===== src/rtl/cache_mem_transfer_buffer_pkg.sv =====
// Shared constants, FSM state encodings and command type for the cache/memory transfer buffer.
package cache_mem_transfer_buffer_pkg;

    localparam int BW_BLOCK     = 2;
    localparam int BW_WORD_ADDR = 30;

    localparam logic [1:0] ID_XFER_IDLE  = 2'd0;
    localparam logic [1:0] ID_XFER_ISSUE = 2'd1;
    localparam logic [1:0] ID_XFER_WR    = 2'd2;
    localparam logic [1:0] ID_XFER_RD    = 2'd3;

    typedef struct packed {
        logic block;
        logic rw;
    } xfer_cmd_t;

endpackage


===== src/rtl/cache_mem_transfer_buffer_if.sv =====
// Cache-side and memory-side signal bundle; slave is the buffer's view, master the environment's.
interface cache_mem_transfer_buffer_if #(
    parameter int BW_ADDR = cache_mem_transfer_buffer_pkg::BW_WORD_ADDR
);
    logic               req_i;
    logic               req_block_i;
    logic               rw_i;
    logic [BW_ADDR-1:0] add_i;
    logic               write_i;
    logic [31:0]        data_i;
    logic               read_i;
    logic               ready_req_o;
    logic               ready_write_o;
    logic               ready_read_o;
    logic [31:0]        data_o;
    logic               mem_req_o;
    logic               mem_rw_o;
    logic               mem_block_o;
    logic [BW_ADDR-1:0] mem_add_o;
    logic               mem_ack_i;
    logic               mem_wvalid_o;
    logic [31:0]        mem_wdata_o;
    logic               mem_wready_i;
    logic               mem_rvalid_i;
    logic [31:0]        mem_rdata_i;
    logic               err_o;

    modport slave (
        input  req_i, req_block_i, rw_i, add_i, write_i, data_i, read_i,
               mem_ack_i, mem_wready_i, mem_rvalid_i, mem_rdata_i,
        output ready_req_o, ready_write_o, ready_read_o, data_o,
               mem_req_o, mem_rw_o, mem_block_o, mem_add_o,
               mem_wvalid_o, mem_wdata_o, err_o
    );

    modport master (
        output req_i, req_block_i, rw_i, add_i, write_i, data_i, read_i,
               mem_ack_i, mem_wready_i, mem_rvalid_i, mem_rdata_i,
        input  ready_req_o, ready_write_o, ready_read_o, data_o,
               mem_req_o, mem_rw_o, mem_block_o, mem_add_o,
               mem_wvalid_o, mem_wdata_o, err_o
    );
endinterface


===== src/rtl/cache_mem_transfer_buffer_fifo.sv =====
// Show-ahead synchronous FIFO; an illegal push or pop is silently ignored here and flagged by the caller.
module cache_xfer_fifo #(
    parameter int WIDTH = 32,
    parameter int DEPTH = 16
) (
    input  logic                       clock_i,
    input  logic                       reset_i,
    input  logic                       push_i,
    input  logic                       pop_i,
    input  logic [WIDTH-1:0]           din_i,
    output logic [WIDTH-1:0]           dout_o,
    output logic                       full_o,
    output logic                       empty_o,
    output logic [$clog2(DEPTH):0]     count_o
);
    localparam int PTR_W = $clog2(DEPTH);
    localparam logic [PTR_W:0]   FULL_COUNT = DEPTH[PTR_W:0];
    localparam logic [PTR_W:0]   CNT_ONE    = 1;
    localparam logic [PTR_W-1:0] PTR_ONE    = 1;

    logic [WIDTH-1:0] mem_q [DEPTH];
    logic [PTR_W-1:0] wr_ptr_q, rd_ptr_q;
    logic [PTR_W:0]   count_q;
    logic             do_push, do_pop;

    assign empty_o = (count_q == '0);
    assign full_o  = (count_q == FULL_COUNT);
    assign count_o = count_q;
    assign dout_o  = empty_o ? '0 : mem_q[rd_ptr_q];

    // When full, a simultaneous pop frees the slot the push lands in.
    assign do_pop  = pop_i & ~empty_o;
    assign do_push = push_i & (~full_o | do_pop);

    // NOTE: storage has no reset; pointers and count define what is valid, and dout is masked when empty.
    always_ff @(posedge clock_i) begin
        if (do_push) mem_q[wr_ptr_q] <= din_i;
    end

    // NOTE: sequential state uses non-blocking '<=' so every register samples pre-edge values.
    always_ff @(posedge clock_i or posedge reset_i) begin
        if (reset_i) begin
            wr_ptr_q <= '0;
            rd_ptr_q <= '0;
            count_q  <= '0;
        end else begin
            if (do_push) wr_ptr_q <= wr_ptr_q + PTR_ONE;
            if (do_pop)  rd_ptr_q <= rd_ptr_q + PTR_ONE;
            case ({do_push, do_pop})
                2'b10:   count_q <= count_q + CNT_ONE;
                2'b01:   count_q <= count_q - CNT_ONE;
                default: count_q <= count_q;
            endcase
        end
    end
endmodule


===== src/rtl/cache_mem_transfer_buffer.sv =====
// Transfer stage between cache controller and memory controller: one command in flight,
// a read FIFO for fill words and a write FIFO for write-back words.
module cache_mem_transfer_buffer
    import cache_mem_transfer_buffer_pkg::*;
#(
    parameter int BLOCK_WORDS = 1 << BW_BLOCK,
    parameter int FIFO_DEPTH  = 16,
    parameter int BW_ADDR     = BW_WORD_ADDR
) (
    input logic                        clock_i,
    input logic                        reset_i,
    cache_mem_transfer_buffer_if.slave bus
);
    localparam int CNT_W  = $clog2(BLOCK_WORDS) + 1;
    localparam int FCNT_W = $clog2(FIFO_DEPTH) + 1;
    localparam logic [CNT_W-1:0] ONE = 1;

    logic [1:0]         state_q, state_d;
    xfer_cmd_t          cmd_q, cmd_d;
    logic [BW_ADDR-1:0] add_q, add_d;
    logic [CNT_W-1:0]   beat_q, beat_d, pushed_q, pushed_d, n_words;
    logic               err_q, err_d;

    logic              rf_push, rf_full, rf_empty;
    logic              wf_push, wf_pop, wf_full, wf_empty;
    logic [FCNT_W-1:0] rf_count, wf_count;
    logic [31:0]       rf_dout, wf_dout;

    logic ready_req, ready_write, wr_open, wvalid, rd_ok;

    cache_xfer_fifo #(.WIDTH(32), .DEPTH(FIFO_DEPTH)) u_rfifo (
        .clock_i (clock_i),
        .reset_i (reset_i),
        .push_i  (rf_push),
        .pop_i   (bus.read_i),
        .din_i   (bus.mem_rdata_i),
        .dout_o  (rf_dout),
        .full_o  (rf_full),
        .empty_o (rf_empty),
        .count_o (rf_count)
    );

    cache_xfer_fifo #(.WIDTH(32), .DEPTH(FIFO_DEPTH)) u_wfifo (
        .clock_i (clock_i),
        .reset_i (reset_i),
        .push_i  (wf_push),
        .pop_i   (wf_pop),
        .din_i   (bus.data_i),
        .dout_o  (wf_dout),
        .full_o  (wf_full),
        .empty_o (wf_empty),
        .count_o (wf_count)
    );

    assign n_words = cmd_q.block ? CNT_W'(BLOCK_WORDS) : ONE;

    // An undrained fill blocks new commands; the write FIFO is always empty here, checked defensively.
    assign ready_req   = (state_q == ID_XFER_IDLE) & (rf_count == '0) & (wf_count == '0);
    assign wr_open     = cmd_q.rw & ((state_q == ID_XFER_ISSUE) | (state_q == ID_XFER_WR));
    assign ready_write = wr_open & ~wf_full & (pushed_q < n_words);
    assign wf_push     = bus.write_i & ready_write;
    assign wvalid      = (state_q == ID_XFER_WR) & ~wf_empty;
    assign wf_pop      = wvalid & bus.mem_wready_i;

    // RD is left on the N-th word, so being in RD already implies the beat limit is not reached.
    assign rd_ok   = (state_q == ID_XFER_RD) & (~rf_full | (bus.read_i & ~rf_empty));
    assign rf_push = bus.mem_rvalid_i & rd_ok;

    assign err_d = err_q
                 | (bus.write_i & ~ready_write)
                 | (bus.read_i & rf_empty)
                 | (bus.mem_rvalid_i & ~rd_ok);

    // NOTE: every variable gets a default before the case so no path infers a latch.
    always_comb begin
        state_d  = state_q;
        cmd_d    = cmd_q;
        add_d    = add_q;
        beat_d   = beat_q;
        pushed_d = wf_push ? pushed_q + ONE : pushed_q;
        case (state_q)
            ID_XFER_IDLE: begin
                if (bus.req_i && ready_req) begin
                    state_d  = ID_XFER_ISSUE;
                    cmd_d    = '{block: bus.req_block_i, rw: bus.rw_i};
                    add_d    = bus.add_i;
                    pushed_d = '0;
                end
            end
            ID_XFER_ISSUE: begin
                if (bus.mem_ack_i) begin
                    state_d = cmd_q.rw ? ID_XFER_WR : ID_XFER_RD;
                    beat_d  = '0;
                end
            end
            ID_XFER_WR: begin
                if (wf_pop) begin
                    beat_d = beat_q + ONE;
                    if (beat_q == n_words - ONE) state_d = ID_XFER_IDLE;
                end
            end
            ID_XFER_RD: begin
                if (rf_push) begin
                    beat_d = beat_q + ONE;
                    if (beat_q == n_words - ONE) state_d = ID_XFER_IDLE;
                end
            end
            default: state_d = ID_XFER_IDLE;
        endcase
    end

    always_ff @(posedge clock_i or posedge reset_i) begin
        if (reset_i) begin
            state_q  <= ID_XFER_IDLE;
            cmd_q    <= '0;
            add_q    <= '0;
            beat_q   <= '0;
            pushed_q <= '0;
            err_q    <= 1'b0;
        end else begin
            state_q  <= state_d;
            cmd_q    <= cmd_d;
            add_q    <= add_d;
            beat_q   <= beat_d;
            pushed_q <= pushed_d;
            err_q    <= err_d;
        end
    end

    assign bus.ready_req_o   = ready_req;
    assign bus.ready_write_o = ready_write;
    assign bus.ready_read_o  = ~rf_empty;
    assign bus.data_o        = rf_dout;
    assign bus.mem_req_o     = (state_q == ID_XFER_ISSUE);
    assign bus.mem_rw_o      = cmd_q.rw;
    assign bus.mem_block_o   = cmd_q.block;
    assign bus.mem_add_o     = add_q;
    assign bus.mem_wvalid_o  = wvalid;
    assign bus.mem_wdata_o   = wf_dout;
    assign bus.err_o         = err_q;
endmodule


===== src/flat_wrapper.sv =====
// flat-port wrapper written by rule: the top's interface ports become plain ports
module cache_mem_transfer_buffer_flat import cache_mem_transfer_buffer_pkg::*;
#(
    parameter int BLOCK_WORDS = 1 << BW_BLOCK,
    parameter int FIFO_DEPTH  = 16,
    parameter int BW_ADDR     = BW_WORD_ADDR
)
  (clock_i, reset_i, bus_req_i, bus_req_block_i, bus_rw_i, bus_add_i, bus_write_i, bus_data_i, bus_read_i, bus_mem_ack_i, bus_mem_wready_i, bus_mem_rvalid_i, bus_mem_rdata_i, bus_ready_req_o, bus_ready_write_o, bus_ready_read_o, bus_data_o, bus_mem_req_o, bus_mem_rw_o, bus_mem_block_o, bus_mem_add_o, bus_mem_wvalid_o, bus_mem_wdata_o, bus_err_o);
  cache_mem_transfer_buffer_if #(.BW_ADDR(BW_ADDR)) bus_i ();
  input logic clock_i;
  input logic reset_i;
  input wire logic [$bits(bus_i.req_i)-1:0] bus_req_i;
  input wire logic [$bits(bus_i.req_block_i)-1:0] bus_req_block_i;
  input wire logic [$bits(bus_i.rw_i)-1:0] bus_rw_i;
  input wire logic [$bits(bus_i.add_i)-1:0] bus_add_i;
  input wire logic [$bits(bus_i.write_i)-1:0] bus_write_i;
  input wire logic [$bits(bus_i.data_i)-1:0] bus_data_i;
  input wire logic [$bits(bus_i.read_i)-1:0] bus_read_i;
  input wire logic [$bits(bus_i.mem_ack_i)-1:0] bus_mem_ack_i;
  input wire logic [$bits(bus_i.mem_wready_i)-1:0] bus_mem_wready_i;
  input wire logic [$bits(bus_i.mem_rvalid_i)-1:0] bus_mem_rvalid_i;
  input wire logic [$bits(bus_i.mem_rdata_i)-1:0] bus_mem_rdata_i;
  output wire logic [$bits(bus_i.ready_req_o)-1:0] bus_ready_req_o;
  output wire logic [$bits(bus_i.ready_write_o)-1:0] bus_ready_write_o;
  output wire logic [$bits(bus_i.ready_read_o)-1:0] bus_ready_read_o;
  output wire logic [$bits(bus_i.data_o)-1:0] bus_data_o;
  output wire logic [$bits(bus_i.mem_req_o)-1:0] bus_mem_req_o;
  output wire logic [$bits(bus_i.mem_rw_o)-1:0] bus_mem_rw_o;
  output wire logic [$bits(bus_i.mem_block_o)-1:0] bus_mem_block_o;
  output wire logic [$bits(bus_i.mem_add_o)-1:0] bus_mem_add_o;
  output wire logic [$bits(bus_i.mem_wvalid_o)-1:0] bus_mem_wvalid_o;
  output wire logic [$bits(bus_i.mem_wdata_o)-1:0] bus_mem_wdata_o;
  output wire logic [$bits(bus_i.err_o)-1:0] bus_err_o;
  assign bus_i.req_i = bus_req_i;
  assign bus_i.req_block_i = bus_req_block_i;
  assign bus_i.rw_i = bus_rw_i;
  assign bus_i.add_i = bus_add_i;
  assign bus_i.write_i = bus_write_i;
  assign bus_i.data_i = bus_data_i;
  assign bus_i.read_i = bus_read_i;
  assign bus_i.mem_ack_i = bus_mem_ack_i;
  assign bus_i.mem_wready_i = bus_mem_wready_i;
  assign bus_i.mem_rvalid_i = bus_mem_rvalid_i;
  assign bus_i.mem_rdata_i = bus_mem_rdata_i;
  assign bus_ready_req_o = bus_i.ready_req_o;
  assign bus_ready_write_o = bus_i.ready_write_o;
  assign bus_ready_read_o = bus_i.ready_read_o;
  assign bus_data_o = bus_i.data_o;
  assign bus_mem_req_o = bus_i.mem_req_o;
  assign bus_mem_rw_o = bus_i.mem_rw_o;
  assign bus_mem_block_o = bus_i.mem_block_o;
  assign bus_mem_add_o = bus_i.mem_add_o;
  assign bus_mem_wvalid_o = bus_i.mem_wvalid_o;
  assign bus_mem_wdata_o = bus_i.mem_wdata_o;
  assign bus_err_o = bus_i.err_o;
  cache_mem_transfer_buffer #(.BLOCK_WORDS(BLOCK_WORDS), .FIFO_DEPTH(FIFO_DEPTH), .BW_ADDR(BW_ADDR)) u_core (.clock_i(clock_i), .reset_i(reset_i), .bus(bus_i));
endmodule

===== config.mk =====
export PLATFORM = sky130hd
export DESIGN_NAME = cache_mem_transfer_buffer_flat
export DESIGN_NICKNAME = d
export VERILOG_FILES = /design/src/rtl/cache_mem_transfer_buffer_pkg.sv /design/src/rtl/cache_mem_transfer_buffer_if.sv /design/src/rtl/cache_mem_transfer_buffer_fifo.sv /design/src/rtl/cache_mem_transfer_buffer.sv /design/src/flat_wrapper.sv
export SDC_FILE = /design/constraint.sdc
export NUM_CORES = 1
export LEC_CHECK = 0
export BUFFER_PORTS_ARGS = -buffer_cell sky130_fd_sc_hd__buf_2
export CAP_MARGIN = 20
export CORE_ASPECT_RATIO = 0.7
export CORE_MARGIN = 10
export CORE_UTILIZATION = 55
export CTS_CLUSTER_DIAMETER = 120
export DETAILED_ROUTE_END_ITERATION = 10
export HOLD_SLACK_MARGIN = 0.03
export PLACE_DENSITY = 0.71
export SLEW_MARGIN = 20
export SYNTH_ARGS = -nofsm -noshare
export SYNTH_HDL_FRONTEND = slang
export SYNTH_SLANG_ARGS = --single-unit

===== constraint.sdc =====
create_clock -name clock_i -period 5.65 [get_ports clock_i]
set_clock_uncertainty 0.2 [all_clocks]
set_input_delay 1.13 -clock clock_i [delete_from_list [all_inputs] [get_ports clock_i]]
set_output_delay 1.13 -clock clock_i [all_outputs]
set_load 0.005 [all_outputs]

Word level (Yosys, flattened, before mapping):

Memories as Yosys holds them, arrays and structs flattened.
Index checks and enable logic that the tools add are counted.

* memory bits (read-only): 0
* memory bits (writable): 1024
* output and inout port bits: 102
* word-level logic and storage cells: 103
* input bits: 104
* latch bits: 0
* memories: 2
* register bits: 67

* divide/modulo/power cells: 0
* shift operators: 0
* reduce and logical (&&, ||, !) cells: 10
* $lt $le $gt $ge: 1
* eq/ne operators: 14
* bitwise operators: 29
* add/subtract/negate cells: 11
* muxes and demuxes: 23
* multipliers: 0

Memory list
* u_core.u_rfifo.mem_q: words 16, bits a word 32, read ports 1, clocked after Yosys merged registers in 0, wr ports 1, RTL line cache_mem_transfer_buffer_fifo.sv:21 `logic [WIDTH-1:0] mem_q [DEPTH];`
* u_core.u_wfifo.mem_q: words 16, bits a word 32, read ports 1, clocked after Yosys merged registers in 0, wr ports 1, RTL line cache_mem_transfer_buffer_fifo.sv:21

Operators with widths (number)
* $mux 32: 2
* $mux 3: 7
* $pmux 5 s2: 2
* $and 1x1->1: 17
* $add 4x1->4 const B: 4
* $add 5x1->5 const B: 2
* $eq 5x5->1 const B: 2
* $logic_not 5->1: 2
* $mux 2: 5
* $sub 5x1->5 const B: 2
* $pmux 3 s3: 1
* $eq 2x2->1 const B: 4
* $ne 2x2->1 const B: 4
* $pmux 2 s4: 1
* $reduce_and 4->1: 2
* $add 3x1->3 const B: 2
* $eq 2x1->1 const B: 3
* $not 1->1: 6
* $or 1x1->1: 6
* $mux 1: 5
* $reduce_bool 2->1: 2
* $eq 3x3->1: 1
* $lt 3x3->1: 1
* $reduce_bool 3->1: 1
* other kinds (4): 4

Logic depth before layout (Yosys ltp):

* word-level depth: 10
* mapped depth: 15
* gate-level depth less buffers: 13

Modules after synthesis:

A second synthesis with hierarchy kept.

* cell total of the unflattened synthesis: 1990
* area, all modules: 42503.3 um^2

Modules (own cells, without submodules)
* cache_xfer_fifo: area each 20282.0 um^2, seq. area each 15700.1 um^2, instances 2, cells each 890
* cache_mem_transfer_buffer: area each 1939.4 um^2, seq. area each 1026.0 um^2, instances 1, cells each 210

Worst setup path before layout:

Ideal clock, no wire load.

* kind: input to register
* start point: in bus_write_i
* end point: mem u_core.u_wfifo.mem_q[1][0], enable pin
* setup slack: 316 ps
* arrival time: 4632 ps
* path buffers: 0
* stages: 4
* library setup time: 501 ps
* cells stage by stage: inv_1 a2111oi_2 inv_2 nor4_1

* cells in the longest elaborated chain, start to end: 4

RTL lines
* start, declared: RTL line flat_wrapper.sv:16 `input wire logic [$bits(bus_i.write_i)-1:0] bus_write_i;`
* $and 1x1->1: RTL line cache_mem_transfer_buffer.sv:61 `assign wf_push = bus.write_i & ready_write;`
* $and 1x1->1: RTL line cache_mem_transfer_buffer_fifo.sv:33 `assign do_push = push_i & (~full_o | do_pop);`
* $mux 1: RTL line cache_mem_transfer_buffer_fifo.sv:37 `if (do_push) mem_q[wr_ptr_q] <= din_i;`
* $mux 1 (not written as such): RTL line cache_mem_transfer_buffer_fifo.sv:37
* end, declared: RTL line cache_mem_transfer_buffer_fifo.sv:21

No other way between the ends.

Final worst setup path:

* start point: reg u_core.u_wfifo.count_q[1], in the netlist u_core.u_wfifo.count_o[1]
* end point: out bus_mem_wdata_o[23]

* cells in the longest elaborated chain, start to end: 2

RTL lines
* start, declared: RTL line cache_mem_transfer_buffer_fifo.sv:23 `logic [PTR_W:0] count_q;`
* start signal, assigned: RTL line cache_mem_transfer_buffer_fifo.sv:50 `2'b10: count_q <= count_q + CNT_ONE;`
* start signal, assigned: RTL line cache_mem_transfer_buffer_fifo.sv:51 `2'b01: count_q <= count_q - CNT_ONE;`
* start signal, assigned: RTL line cache_mem_transfer_buffer_fifo.sv:52 `default: count_q <= count_q;`
* $logic_not 5->1: RTL line cache_mem_transfer_buffer_fifo.sv:26 `assign empty_o = (count_q == '0);`
* $mux 32: RTL line cache_mem_transfer_buffer_fifo.sv:29 `assign dout_o = empty_o ? '0 : mem_q[rd_ptr_q];`
* end, declared: RTL line flat_wrapper.sv:32 `output wire logic [$bits(bus_i.mem_wdata_o)-1:0] bus_mem_wdata_o;`

No other way between the ends.

==> results.toml <==
[power_and_ir_drop]
power_frac_seq_pct = 44.2
static_leak_uw = 0.0158
power_switching_share_pct = 28.7
pwr_density_cell_nw_per_um2 = 464
power_frac_clock_pct = 29.9
cellInternalPower_uw = 15900
comb_power_share_pct = 25.9
p_sw_uw = 6390
vdd.ir_drop.worst_mv = 0.349

[timing]
slew_violations = 0
timing.max_slew.rel_slack_pct = 25.4
min_period_over_period_pct = 80.5
timing.final.setup_violations = 0
timing.setup.tns_ns = 0
unrepaired_setup_endpoints_after_global_routing = "false"
fin_ws_ns = 1.10
finalHoldViolCount = 0
worstMarginPinSlew_ns = 1.12
min_period_ns = 4.55
achievable_clock_frequency_mhz = 220

[cts]
cts-resized-gates = 0
source_to_sink_clock_delay_at_the_later_pin_of_the_worst_skew_pair_ns = 0.66
cts-buffers-inserted = 99
post-cts-setup-buffers = 0
cts_tree = "done"
clock_tree_root = "sky130_fd_sc_hd__clkbuf_16"
cts_sinks = 1091
postCtsHoldBufs = 0
cts_buffer_depth = 3
cts.reportedPaths.clkPinSlew_ns = 0.06
htreeDepth = 3

[die]
die_w_um = 351
die_height_um = 252
floorplan.rows = 84
core_area_sq_um = 75600
io-pin-count = 206
die_footprint_sq_um = 88400
starting_density_of_the_core_pct = 55.8

[detailed_routing]
drc_errors = 0
dr.pass1.iters = 5
vias_per_cell = 6.25
route.vias.total = 20135
detail_route.wirelength_um = 91700
avgRoutedWirePerCell_um = 28.4
antenna_violating_nets_post_route = 0
first_iter_violations = 1961

[global_routing]
first_pass_grt_wire_length_um = 137000
first_global_vias = 20580
largest_net_degree_at_the_start_of_global_routing = 63
groute.usage.overall_pct = 20.8
grt-ovfl-total = 0
initial_antenna_violation_count = 6

[placed_design]
numPortBuffers = 205
gp_routability_congestion = 0.821
dp.final_hpwl_um = 51000
detailed_place.area_sq_um = 44700
pre_cts_ws_ns = 1.70

[critical_path]
crit_fanout = 32
cp-start-kind = "register"
reg2regPathDepth = 8
reg2reg_slack_ns = 1.91
regToRegEndpoint = "u_core.u_wfifo.mem_q[12][5]"
worstSetupPathType = "reg2out"
worst_setup_path_end_kind = "output port"
r2r_start = "u_core.bus.mem_block_o"
required_ns = 4.32
cp_data_arrival_time_ns = 3.22

[synthesis]
syn_avg_cell_area_sq_um = 22.3
number_of_enable_flip_flop_cells_after_synthesis = 1024
synth.cell_area_sq_um = 42200
synth.distinct_cells = 54
synth.yosys.seq_area_share_pct = 76.8
postSynthRegisterBits = 1091
syn_nets = 2020
synth.yosys.warnings = 0
post_synth_inst_count = 1890
synthDominantCellAreaShare_pct = 72.9
postSynth.asyncResetShare_pct = 6.14
commonest_register_cell_after_synthesis = "sky130_fd_sc_hd__edfxtp_1"
synth.largest_area_cell = "sky130_fd_sc_hd__edfxtp_1"
post_synth_main_area_contributors = "sky130_fd_sc_hd__edfxtp_1, sky130_fd_sc_hd__mux4_2, sky130_fd_sc_hd__dfrtp_1"

[layout]
final_nets = 2283
final_core_utilization_pct = 63.4
layout-area-overhead-vs-synth_pct = 13.6
post-route-cell-area_sq_um = 47900
layout-drive-gt1-share_pct = 32.9
n_fill_cell = 4918
antenna_cells = 0

[min_path]
hp-class = "in2async"

[outcome]
run_status = "complete, no violations"

[flow_run]
max-cap-violations = 0
## cell type report
| class | instances | area, sq um | area share [%] |
|---|---|---|---|
| Sequential cell | 1091 | 32400 | 67.7 |
| Multi-Input combinational cell | 676 | 9430 | 19.7 |
| Clock buffer | 125 | 2610 | 5.44 |
| Timing Repair Buffer | 262 | 1520 | 3.16 |
| Tap cell | 989 | 1240 | 2.58 |
| Clock inverter | 58 | 619 | 1.29 |
| Inverter | 23 | 86.3 | 0.180 |
## how the worst max path moves through the flow
stage                                           from                           end  slack [ns]  cells past startpoint
after global routing       u_core.u_wfifo.count_o[1]           bus_mem_wdata_o[23]        0.90                      5
after floorplan                          bus_write_i    u_core.u_wfifo.mem_q[1][0]        0.32                      4
after detailed placement                  bus_read_i  u_core.u_rfifo.mem_q[11][24]        1.70                      6
after global placement    u_core.u_rfifo.rd_ptr_q[0]                 bus_data_o[9]        1.73                      5
final                      u_core.u_wfifo.count_o[1]           bus_mem_wdata_o[23]        1.10                      5
after CTS                 u_core.u_wfifo.rd_ptr_q[0]           bus_mem_wdata_o[23]        1.01                      5
## per-layer routing
| metal | part of all wire [%] | global-route usage [%] | vias to the layer above |
|---|---|---|---|
| li1 | - | - | 8453 |
| met1 | 43 | 31.1 | 10670 |
| met2 | 47 | 32.0 | 879 |
| met3 | 8.5 | 4.20 | 123 |
| met4 | 1.7 | 4.53 | 10 |
| met5 | 0.075 | 0 | - |
## critical path, stage by stage (launching register included)
cell	delay (ns)
sky130_fd_sc_hd__dfrtp_1	0.48
sky130_fd_sc_hd__nor4_4	0.38
sky130_fd_sc_hd__nand2b_1	0.25
sky130_fd_sc_hd__nand2b_2	0.84
sky130_fd_sc_hd__o22ai_1	0.34
sky130_fd_sc_hd__buf_2	0.21
## synth_stat cells, drive strengths merged (8+ instances only)
cell type  number
nor3           13
ha             26
dfrtp          67
mux2i         130
mux2           36
nor2           25
nand2          23
o22ai          65
o21ai          11
xnor2          17
mux4          256
clkbuf         49
nand2b          8
buf            51
xor2            9
inv            23
edfxtp       1024
## power groups by stage
stage                     sequential (uW)  combinational [uW]  clock [uW]
final                                9840                5780        6650
after floorplan                      9460                4310           0
after global routing                 9910                6230        7100
after global placement               9990                5760           0
after CTS                            9860                5890        6780
after detailed placement            10000                5850           0
## registers in the layout (all words and copies together) (netlist names), 5 cells and up
signal	cells
u_core.u_rfifo.mem_q	512
u_core.u_wfifo.mem_q	512
u_core.bus.mem_add_o	30
u_core.u_rfifo.count_o	5
u_core.u_wfifo.count_o	5
## cell usage in the layout (no fill, tap or decap), types with 4 or more instances in the layout
master                      netlist  routed
sky130_fd_sc_hd__a21oi_1          7       7
sky130_fd_sc_hd__and2_2           0       4
sky130_fd_sc_hd__buf_12           0       5
sky130_fd_sc_hd__buf_2           30     205
sky130_fd_sc_hd__buf_4            1      52
sky130_fd_sc_hd__bufinv_16        0      11
sky130_fd_sc_hd__clkbuf_1        49      24
sky130_fd_sc_hd__clkbuf_16        0     100
sky130_fd_sc_hd__clkinv_1         0      25
sky130_fd_sc_hd__clkinv_2         0      12
sky130_fd_sc_hd__dfrtp_1         67      61
sky130_fd_sc_hd__dfrtp_4          0       6
sky130_fd_sc_hd__edfxtp_1      1024    1024
sky130_fd_sc_hd__ha_1            26      26
sky130_fd_sc_hd__inv_1           21      20
sky130_fd_sc_hd__inv_6            0       4
sky130_fd_sc_hd__mux2_2          33      33
sky130_fd_sc_hd__mux2i_1        130     130
sky130_fd_sc_hd__mux4_2         256     256
sky130_fd_sc_hd__nand2_1         23      23
sky130_fd_sc_hd__nand2b_1         8       6
sky130_fd_sc_hd__nand4_1          4       4
sky130_fd_sc_hd__nor2_1          25       9
sky130_fd_sc_hd__nor2_4           0      16
sky130_fd_sc_hd__nor3_2           1       9
sky130_fd_sc_hd__nor4_2           1       5
sky130_fd_sc_hd__o21ai_0         11      11
sky130_fd_sc_hd__o22ai_1         65      65
sky130_fd_sc_hd__xnor2_1         17      17
sky130_fd_sc_hd__xor2_1           9       9
## stage by stage
step | std cells | total power [uW] | hold WS, ns
final | 3224 | 22300 | 0.259
after global routing | 3224 | 23300 | 0.253
after CTS | 3224 | 22500 | 0.216
after detailed placement | 3041 | 15900 | 0.292
after global placement | 3041 | 15800 | 0.275
after floorplan | 1890 | 13800 | 0.270
## logic make-up (layout without fill, tap and decap cells)
| group | after synthesis | after routing | synth area share [%] |
|---|---|---|---|
| mux | 422 | 422 | 17.7 |
| simple gates | 101 | 101 | 1.32 |
| fa+ha+maj | 26 | 26 | 0.771 |
| flops | 1091 | 1091 | 76.8 |
| compound gates | 101 | 101 | 1.55 |
| buf+inv | 123 | 468 | 1.26 |
| xor+xnor | 26 | 26 | 0.540 |
No activity file was read; power rests on OpenSTA's default activity.
